<file path="config.mk">
export PLATFORM = sky130hd
export DESIGN_NAME = asic_palette_stage
export DESIGN_NICKNAME = d
export VERILOG_FILES = /design/src/rtl/asic_pal_pkg.sv /design/src/rtl/asic_pal_regfile.sv /design/src/rtl/asic_palette_stage.sv
export SDC_FILE = /design/constraint.sdc
export NUM_CORES = 1
export LEC_CHECK = 0
export BUFFER_PORTS_ARGS = -buffer_cell sky130_fd_sc_hd__buf_2
export CORE_MARGIN = 5
export CORE_UTILIZATION = 31
export CTS_CLUSTER_DIAMETER = 150
export CTS_CLUSTER_SIZE = 20
export DETAILED_ROUTE_END_ITERATION = 8
export SLEW_MARGIN = 20
export SYNTH_ARGS = -nofsm -noshare
export SYNTH_HDL_FRONTEND = slang
export SYNTH_SLANG_ARGS = --single-unit
</file>
<file path="constraint.sdc">
create_clock -name clk_sys -period 4.1 [get_ports clk_sys]
set_input_delay 0.205 -clock clk_sys [delete_from_list [all_inputs] [get_ports clk_sys]]
set_output_delay 0.205 -clock clk_sys [all_outputs]
set_load 0.01 [all_outputs]
</file>
<file path="src/rtl/asic_pal_pkg.sv">
// -----------------------------------------------------------------------------
// asic_pal_pkg
// Shared definitions for the ASIC palette blocks: register page base address,
// entry count, border pen index, colour and pen types, and an address decode
// helper.
// -----------------------------------------------------------------------------
package asic_pal_pkg;

  localparam logic [15:0] PAL_BASE    = 16'h6400;
  localparam int          PAL_ENTRIES = 32;
  localparam logic [4:0]  PEN_BORDER  = 5'd16;

  typedef logic [4:0] pen_t;

  typedef struct packed {
    logic [3:0] r;
    logic [3:0] g;
    logic [3:0] b;
  } rgb12_t;

  // The palette occupies one 64-byte page, so a hit is decided on addr[15:6].
  function automatic logic pal_page_hit(input logic [9:0] page);
    return (page == PAL_BASE[15:6]);
  endfunction

endpackage

</file>
<file path="src/rtl/asic_pal_regfile.sv">
// -----------------------------------------------------------------------------
// asic_pal_regfile
// 32 x 12-bit palette storage with CPU byte-write decode and a write-through
// lookup port.
//
// Ports:
//   clk_sys, reset_n      system clock, async active-low reset (clears entries)
//   plus_mode             writes are only accepted in Plus mode
//   asic_unlocked         ASIC register page mapped
//   cpu_addr/data/wr      CPU write port (even byte = {R,B}, odd byte = G)
//   rd_idx / rd_rgb       lookup port; rd_rgb already includes a write landing
//                         on rd_idx in the current cycle
//   rb_rgb                (ASIC_PAL_READBACK_EN only) entry at cpu_addr
// -----------------------------------------------------------------------------
module asic_pal_regfile
  import asic_pal_pkg::*;
(
  input  logic        clk_sys,
  input  logic        reset_n,
  input  logic        plus_mode,
  input  logic        asic_unlocked,
  input  logic [15:0] cpu_addr,
  input  logic [7:0]  cpu_data,
  input  logic        cpu_wr,
  input  logic [4:0]  rd_idx,
`ifdef ASIC_PAL_READBACK_EN
  output logic [11:0] rb_rgb,
`endif
  output logic [11:0] rd_rgb
);

  rgb12_t pal_q [PAL_ENTRIES];
  rgb12_t pal_d [PAL_ENTRIES];
  logic   wr_hit;
  pen_t   wr_idx;

  assign wr_hit = cpu_wr & asic_unlocked & plus_mode & pal_page_hit(cpu_addr[15:6]);
  assign wr_idx = cpu_addr[5:1];

  // Next-state of the storage: merge the accepted byte into its entry.
  always_comb begin
    pal_d = pal_q;
    if (wr_hit) begin
      if (cpu_addr[0]) begin
        pal_d[wr_idx].g = cpu_data[3:0];
      end else begin
        pal_d[wr_idx].r = cpu_data[7:4];
        pal_d[wr_idx].b = cpu_data[3:0];
      end
    end else begin
      pal_d = pal_q;
    end
  end

  // Palette storage registers.
  always_ff @(posedge clk_sys or negedge reset_n) begin
    if (!reset_n) begin
      for (int i = 0; i < PAL_ENTRIES; i++) begin
        pal_q[i] <= rgb12_t'(12'h000);
      end
    end else begin
      pal_q <= pal_d;
    end
  end

  // Reading the next-state array gives the write-through bypass for free,
  // merged per byte exactly as the storage will be.
  assign rd_rgb = pal_d[rd_idx];

`ifdef ASIC_PAL_READBACK_EN
  assign rb_rgb = pal_q[cpu_addr[5:1]];
`endif

endmodule

</file>
<file path="src/rtl/asic_palette_stage.sv">
// -----------------------------------------------------------------------------
// asic_palette_stage
// Plus-mode palette lookup: 2-stage pixel pipeline (pen/blank sample, colour
// register) in front of the video output stage, plus CPU palette writes and
// optional readback.
//
// Optional feature macro: ASIC_PAL_READBACK_EN
//   defined   -> in-range cpu_rd (asic_unlocked=1) returns the byte one cycle
//                later on cpu_dout with cpu_dout_oe=1 for one cycle.
//   undefined -> cpu_dout=0, cpu_dout_oe=0, no readback logic.
//
// Ports:
//   clk_sys, reset_n           system clock, async active-low reset
//   plus_mode                  Plus palette enable
//   pix_en, pix_pen, pix_blank pixel sample strobe, pen index, blank qualifier
//   cpu_addr, cpu_data         CPU address / write data
//   cpu_wr, cpu_rd             single-cycle CPU strobes
//   asic_unlocked              ASIC register page mapped
//   cpu_dout, cpu_dout_oe      palette readback data / valid
//   r_out, g_out, b_out        colour to the video output stage
//   pix_valid                  one-cycle strobe for an updated colour
// -----------------------------------------------------------------------------
module asic_palette_stage
  import asic_pal_pkg::*;
(
  input  logic        clk_sys,
  input  logic        reset_n,
  input  logic        plus_mode,
  input  logic        pix_en,
  input  logic [4:0]  pix_pen,
  input  logic        pix_blank,
  input  logic [15:0] cpu_addr,
  input  logic [7:0]  cpu_data,
  input  logic        cpu_wr,
  input  logic        cpu_rd,
  input  logic        asic_unlocked,
  output logic [7:0]  cpu_dout,
  output logic        cpu_dout_oe,
  output logic [3:0]  r_out,
  output logic [3:0]  g_out,
  output logic [3:0]  b_out,
  output logic        pix_valid
);

  pen_t   pen_q, pen_d;
  logic   blank_q, blank_d;
  logic   s1_valid_q, s1_valid_d;
  rgb12_t rgb_q, rgb_d;
  logic   pix_valid_q, pix_valid_d;
  rgb12_t lut_rgb;

`ifdef ASIC_PAL_READBACK_EN
  rgb12_t     rb_rgb;
  logic       rb_hit;
  logic [7:0] dout_q, dout_d;
  logic       dout_oe_q, dout_oe_d;
`endif

  asic_pal_regfile u_regfile (
    .clk_sys       (clk_sys),
    .reset_n       (reset_n),
    .plus_mode     (plus_mode),
    .asic_unlocked (asic_unlocked),
    .cpu_addr      (cpu_addr),
    .cpu_data      (cpu_data),
    .cpu_wr        (cpu_wr),
    .rd_idx        (pen_q),
`ifdef ASIC_PAL_READBACK_EN
    .rb_rgb        (rb_rgb),
`endif
    .rd_rgb        (lut_rgb)
  );

  // Pipeline next-state: stage 1 samples pen/blank, stage 2 forms the colour.
  always_comb begin
    pen_d       = pen_q;
    blank_d     = blank_q;
    s1_valid_d  = pix_en;
    rgb_d       = rgb_q;
    pix_valid_d = s1_valid_q;
    if (pix_en) begin
      pen_d   = pix_pen;
      blank_d = pix_blank;
    end else begin
      pen_d   = pen_q;
      blank_d = blank_q;
    end
    // plus_mode is looked at in the stage-2 cycle, not when the pen was sampled.
    if (s1_valid_q) begin
      if (blank_q || !plus_mode) begin
        rgb_d = rgb12_t'(12'h000);
      end else begin
        rgb_d = lut_rgb;
      end
    end else begin
      rgb_d = rgb_q;
    end
  end

  // Pipeline registers; reset drops any pixel in flight.
  always_ff @(posedge clk_sys or negedge reset_n) begin
    if (!reset_n) begin
      pen_q       <= 5'd0;
      blank_q     <= 1'b0;
      s1_valid_q  <= 1'b0;
      rgb_q       <= rgb12_t'(12'h000);
      pix_valid_q <= 1'b0;
    end else begin
      pen_q       <= pen_d;
      blank_q     <= blank_d;
      s1_valid_q  <= s1_valid_d;
      rgb_q       <= rgb_d;
      pix_valid_q <= pix_valid_d;
    end
  end

  assign r_out     = rgb_q.r;
  assign g_out     = rgb_q.g;
  assign b_out     = rgb_q.b;
  assign pix_valid = pix_valid_q;

`ifdef ASIC_PAL_READBACK_EN
  assign rb_hit = cpu_rd & asic_unlocked & pal_page_hit(cpu_addr[15:6]);

  // Readback next-state: format the addressed byte, zero otherwise.
  always_comb begin
    dout_d    = 8'h00;
    dout_oe_d = rb_hit;
    if (rb_hit) begin
      if (cpu_addr[0]) begin
        dout_d = {4'h0, rb_rgb.g};
      end else begin
        dout_d = {rb_rgb.r, rb_rgb.b};
      end
    end else begin
      dout_d = 8'h00;
    end
  end

  // Readback output registers.
  always_ff @(posedge clk_sys or negedge reset_n) begin
    if (!reset_n) begin
      dout_q    <= 8'h00;
      dout_oe_q <= 1'b0;
    end else begin
      dout_q    <= dout_d;
      dout_oe_q <= dout_oe_d;
    end
  end

  assign cpu_dout    = dout_q;
  assign cpu_dout_oe = dout_oe_q;
`else
  logic unused_cpu_rd;
  assign unused_cpu_rd = cpu_rd;
  assign cpu_dout      = 8'h00;
  assign cpu_dout_oe   = 1'b0;
`endif

endmodule
</file>
==> summary by stage <==
Worst setup path
STA puts the critical path data arrival time at 3.81 ns. The worst endpoint required time is approximately 4.6 ns. The endpoint of the worst-slack reg-to-reg timing path is g_out[3]$_DFFE_PN0P_. The kind of cell with the highest combined delay along the critical path is simple AND/OR/NAND/NOR gates. The worst-path maximum fanout is 27. The startpoint-to-endpoint class of the critical path is flip-flop to flip-flop. The slack of the worst reg-to-reg path is 0.76 ns. The start of the worst register-to-register path is pen_q[0]$_DFFE_PN0P_. The largest single stage delay on the critical path is approximately 0.66 ns. The kind of start point of the critical path is a flip-flop.

Together, buffers and inverters on the worst path number 0. The depth of the worst register-to-register path is 8. The cell with the largest stage delay on the worst path is sky130_fd_sc_hd__dfrtp_4. STA classifies the critical path endpoint as a flip-flop.

Walking the worst path, the cells encountered are xnor2_1 -> nand2_1 -> or3_1 -> nor2_1 -> a211oi_1 -> a2111oi_0 -> o211ai_1 -> a32o_1.

Timing
Setup repair after global routing left no endpoint under its margin. For this run, the top clock speed supported by timing is roughly 300 MHz. The total of endpoints with negative setup slack in the final report is 0. Across all setup checks in the final design, the least slack found is between 0.7 and 0.8 ns. The setup TNS is 0 ns.

The worst-case clock skew is about 0.028 ns. The worst-margin pin slew is approximately 1.1 ns. Headroom to the max-slew limit came out at about 30%. The count of pins over their slew limit is 0. The post-layout minimum cycle time is between 3 and 4 ns. The final worst-path cycle share is between 80% and 90%. The count of endpoints failing hold in the final timing report is 0.

Floorplanning
From bottom edge to top edge, the die measures 267 um. just under 60 I/O pins were placed. The floorplan step set the die width to between 200 and 300 um. The core region is between 0.06 and 0.07 mm2. The die area is 0.0714 mm2. The number of placement rows is 94. The initial utilization of the core area, before any placement, comes to 31.2%.

Clocking
The master cell of the clock root buffer is sky130_fd_sc_hd__clkbuf_16. In this run the deepest clock path goes through 3 buffers. Clock-pin slew was measured on the worst setup and hold paths at around 0.090 ns. The maximum level of the CTS H-tree is 1. The count of cells resized by post-cts repair is 0. TritonCTS built the clock tree. The clock buffer count from CTS is 24.

The later pin in the worst-skew pair is clocked with a latency of between 0.5 and 0.6 ns. The clock net in this run drives a total of 404 sinks. The post-CTS repair timing setup buffer count is 0.

Cells and area
After filler insertion, the fill cell instance count of the layout stands at around 6500. After routing the design area is 0.0229 mm2. The library cells used most frequently in the layout, excluding fill and tap cells, are 402 x sky130_fd_sc_hd__dfrtp_1, 338 x sky130_fd_sc_hd__mux2_2, 216 x sky130_fd_sc_hd__nand2_1. Of the cells placed in the final design, the portion with a size suffix greater than 1 is between 20 and 30%. From synthesis to final layout, the design area changed by 11.5%. The finished layout holds around 2800 standard cells, fillers aside. Leaving out fill and tap cells, the most frequent cell in the layout is sky130_fd_sc_hd__dfrtp_1. After the last flow step, the layout net total stands at 2001.

Min path
The path class of the tightest hold or removal check is primary input to flip-flop. The hold-critical path depth is 2. The startpoint of the lowest-slack hold path is cpu_data[3]. The path with the worst hold slack has its endpoint at u_regfile.pal_q[91]$_DFF_PN0_.

Global route
Global routing used between 20% and 30% of the available met2 tracks. The via count of the first global-routing pass is 16600. The combined global-route utilization of all metal layers is roughly a fifth. The number of antenna violations at the first check in global routing is 5. The layer flagged by global routing as most heavily used is met2. The pin count of the biggest net entering global routing is 106. The first global-routing pass estimated between 100000 and 150000 um of wire. The overall overflow remaining after global route is 0.

The met1 track demand over resource is about a quarter. The met3 layer usage reported by global route is approximately 5.2%.

Detailed routing
The detailed-route vias per instance is just under 6. For this block, the via count after detailed routing is 16600. The residual antenna-violating net count after detailed routing is 0. In the final routed layout, each cell accounts on average for approximately 24 um. The first-pass iteration count of the detailed router is 6. The violation count after the first detailed-routing iteration is between 1500 and 2000. The detailed-route wire length is around 69000 um.

After detailed routing, the number of remaining DRC violations is 0.

Pwr
The power density normalized to cell area is around 330 mW/mm2. IR analysis of the VDD net gives a maximum drop of approximately 0.36 mV. In this run the static leakage power is between 10 and 15 nW.

Overall power consumption after layout is estimated at approximately 0.0075 W.

Synthesis
The post-synthesis sequential element count is roughly 400. The number of distinct library cells after synthesis is 85. The number of flops mapped to enable cells by yosys is 0. The proportion of synthesized chip area in sequential cells is 49.3%. Of all flip-flops after synthesis, the portion carrying an async set or reset was 100%.

The predominant post-synthesis flop cell is sky130_fd_sc_hd__dfrtp_1. The per-instance average area after synthesis is 10.7 um2. The synthesized cell area is approximately 0.021 mm2. Yosys printed 0 warnings.

The count of mapped cells out of synthesis is 1917.

Place
The total placed cells including tap cells is roughly 2800. The placed instances occupy a cell area of 0.0222 mm2. During placement, the flow inserted port buffers numbering 48. The sum of net half-perimeters after detailed placement is approximately 48000 um.

The global placement routability congestion is between 0.9 and 1. The minimum setup slack after placement is 0.584 ns.

Job
The max-cap violation count is 0.

Outcome
The flow ran to the end, and the final reports show no timing, DRC or antenna violations.
[state kept, by name (all words and copies together) (netlist names)]
name / cells
pen_q: 5
pix_valid_d: 1
u_regfile.pal_q: 384
r_out: 4
g_out: 4
pix_valid: 1
blank_q: 1
b_out: 4
[cells in the mapped netlist, drive strengths merged (23+ instances only)]
cell	instances	area, um2
dfrtp	404	10100
nand2	218	823
o21ai	94	470
a21oi	49	245
buf	25	136
nand3	33	175
o221ai	28	245
o22ai	56	350
mux2	339	3820
mux2i	23	230
nor3	62	350
nor2	136	513
clkbuf	125	469
[worst max-delay path by stage]
stage                               from                    to  cells after the start
floorplan                    cpu_addr[7]  b_out[1]$_DFFE_PN0P_                      9
global placement            cpu_addr[15]  r_out[3]$_DFFE_PN0P_                     11
detailed placement          cpu_addr[15]  b_out[1]$_DFFE_PN0P_                     11
CTS                 pen_q[0]$_DFFE_PN0P_  g_out[3]$_DFFE_PN0P_                      8
global route        pen_q[0]$_DFFE_PN0P_  g_out[3]$_DFFE_PN0P_                      8
finish              pen_q[0]$_DFFE_PN0P_  g_out[3]$_DFFE_PN0P_                      8
[cells by family after synthesis]
| kind of cell | after synthesis | synth area share (%) |
|---|---|---|
| buf+inv | 163 | 3.19 |
| mux | 363 | 19.8 |
| simple gates | 563 | 13.3 |
| xor+xnor | 3 | 0.128 |
| other cells | 1 | 0.0183 |
| compound gates | 420 | 14.3 |
| flops | 404 | 49.3 |
[through the flow]
step,hold WS [ns],utilization [%]
after floorplan,-0.0906,-
after global placement,0.321,33.7
after detailed placement,0.323,33.7
after CTS,0.0736,34.8
after global routing,0.101,34.8
final,0.115,34.8
[routing by layer]
layer	share of wire (%)	vias to the layer above	wire (um)
met2	44	877	30200
met4	3.9	6	2690
met1	42	8342	29000
met3	10	158	6890
met5	0.061	-	42
li1	-	7187	-
[timing repair]
action,in CTS,in global routing
setup endpoints to repair,0,0
hold buffers,8,0
endpoints found under the hold margin,101,0
[worst register-to-register path, delay by kind of cell (launching register included)]
family	cells	cell delay, ns
AO/OA/AOI/OAI	4	1.12
XOR/XNOR	1	0.25
flip-flops	1	0.66
AND/OR/NAND/NOR	3	1.20
[power by group]
group | total, W | switching [W] | leakage (nW) | internal [W]
Combinational | 0.000968 | 0.000700 | 4.53 | 0.000268
Sequential | 0.00404 | 0.0000396 | 5.62 | 0.00400
Clock | 0.00245 | 0.00138 | 0.312 | 0.00107
[cell type report]
class,count,area (um2),share of cell area (%)
clock inverter,2,32.5,0.142
clock buffer,26,608,2.66
timing repair buffer,163,1180,5.17
multi-input combinational,1358,9810,42.9
sequential,404,10100,44.2
inverter,13,48.8,0.213
tap,864,1080,4.72
antenna,3,7.51,0.0328
Power figures use the tool's default switching activity.
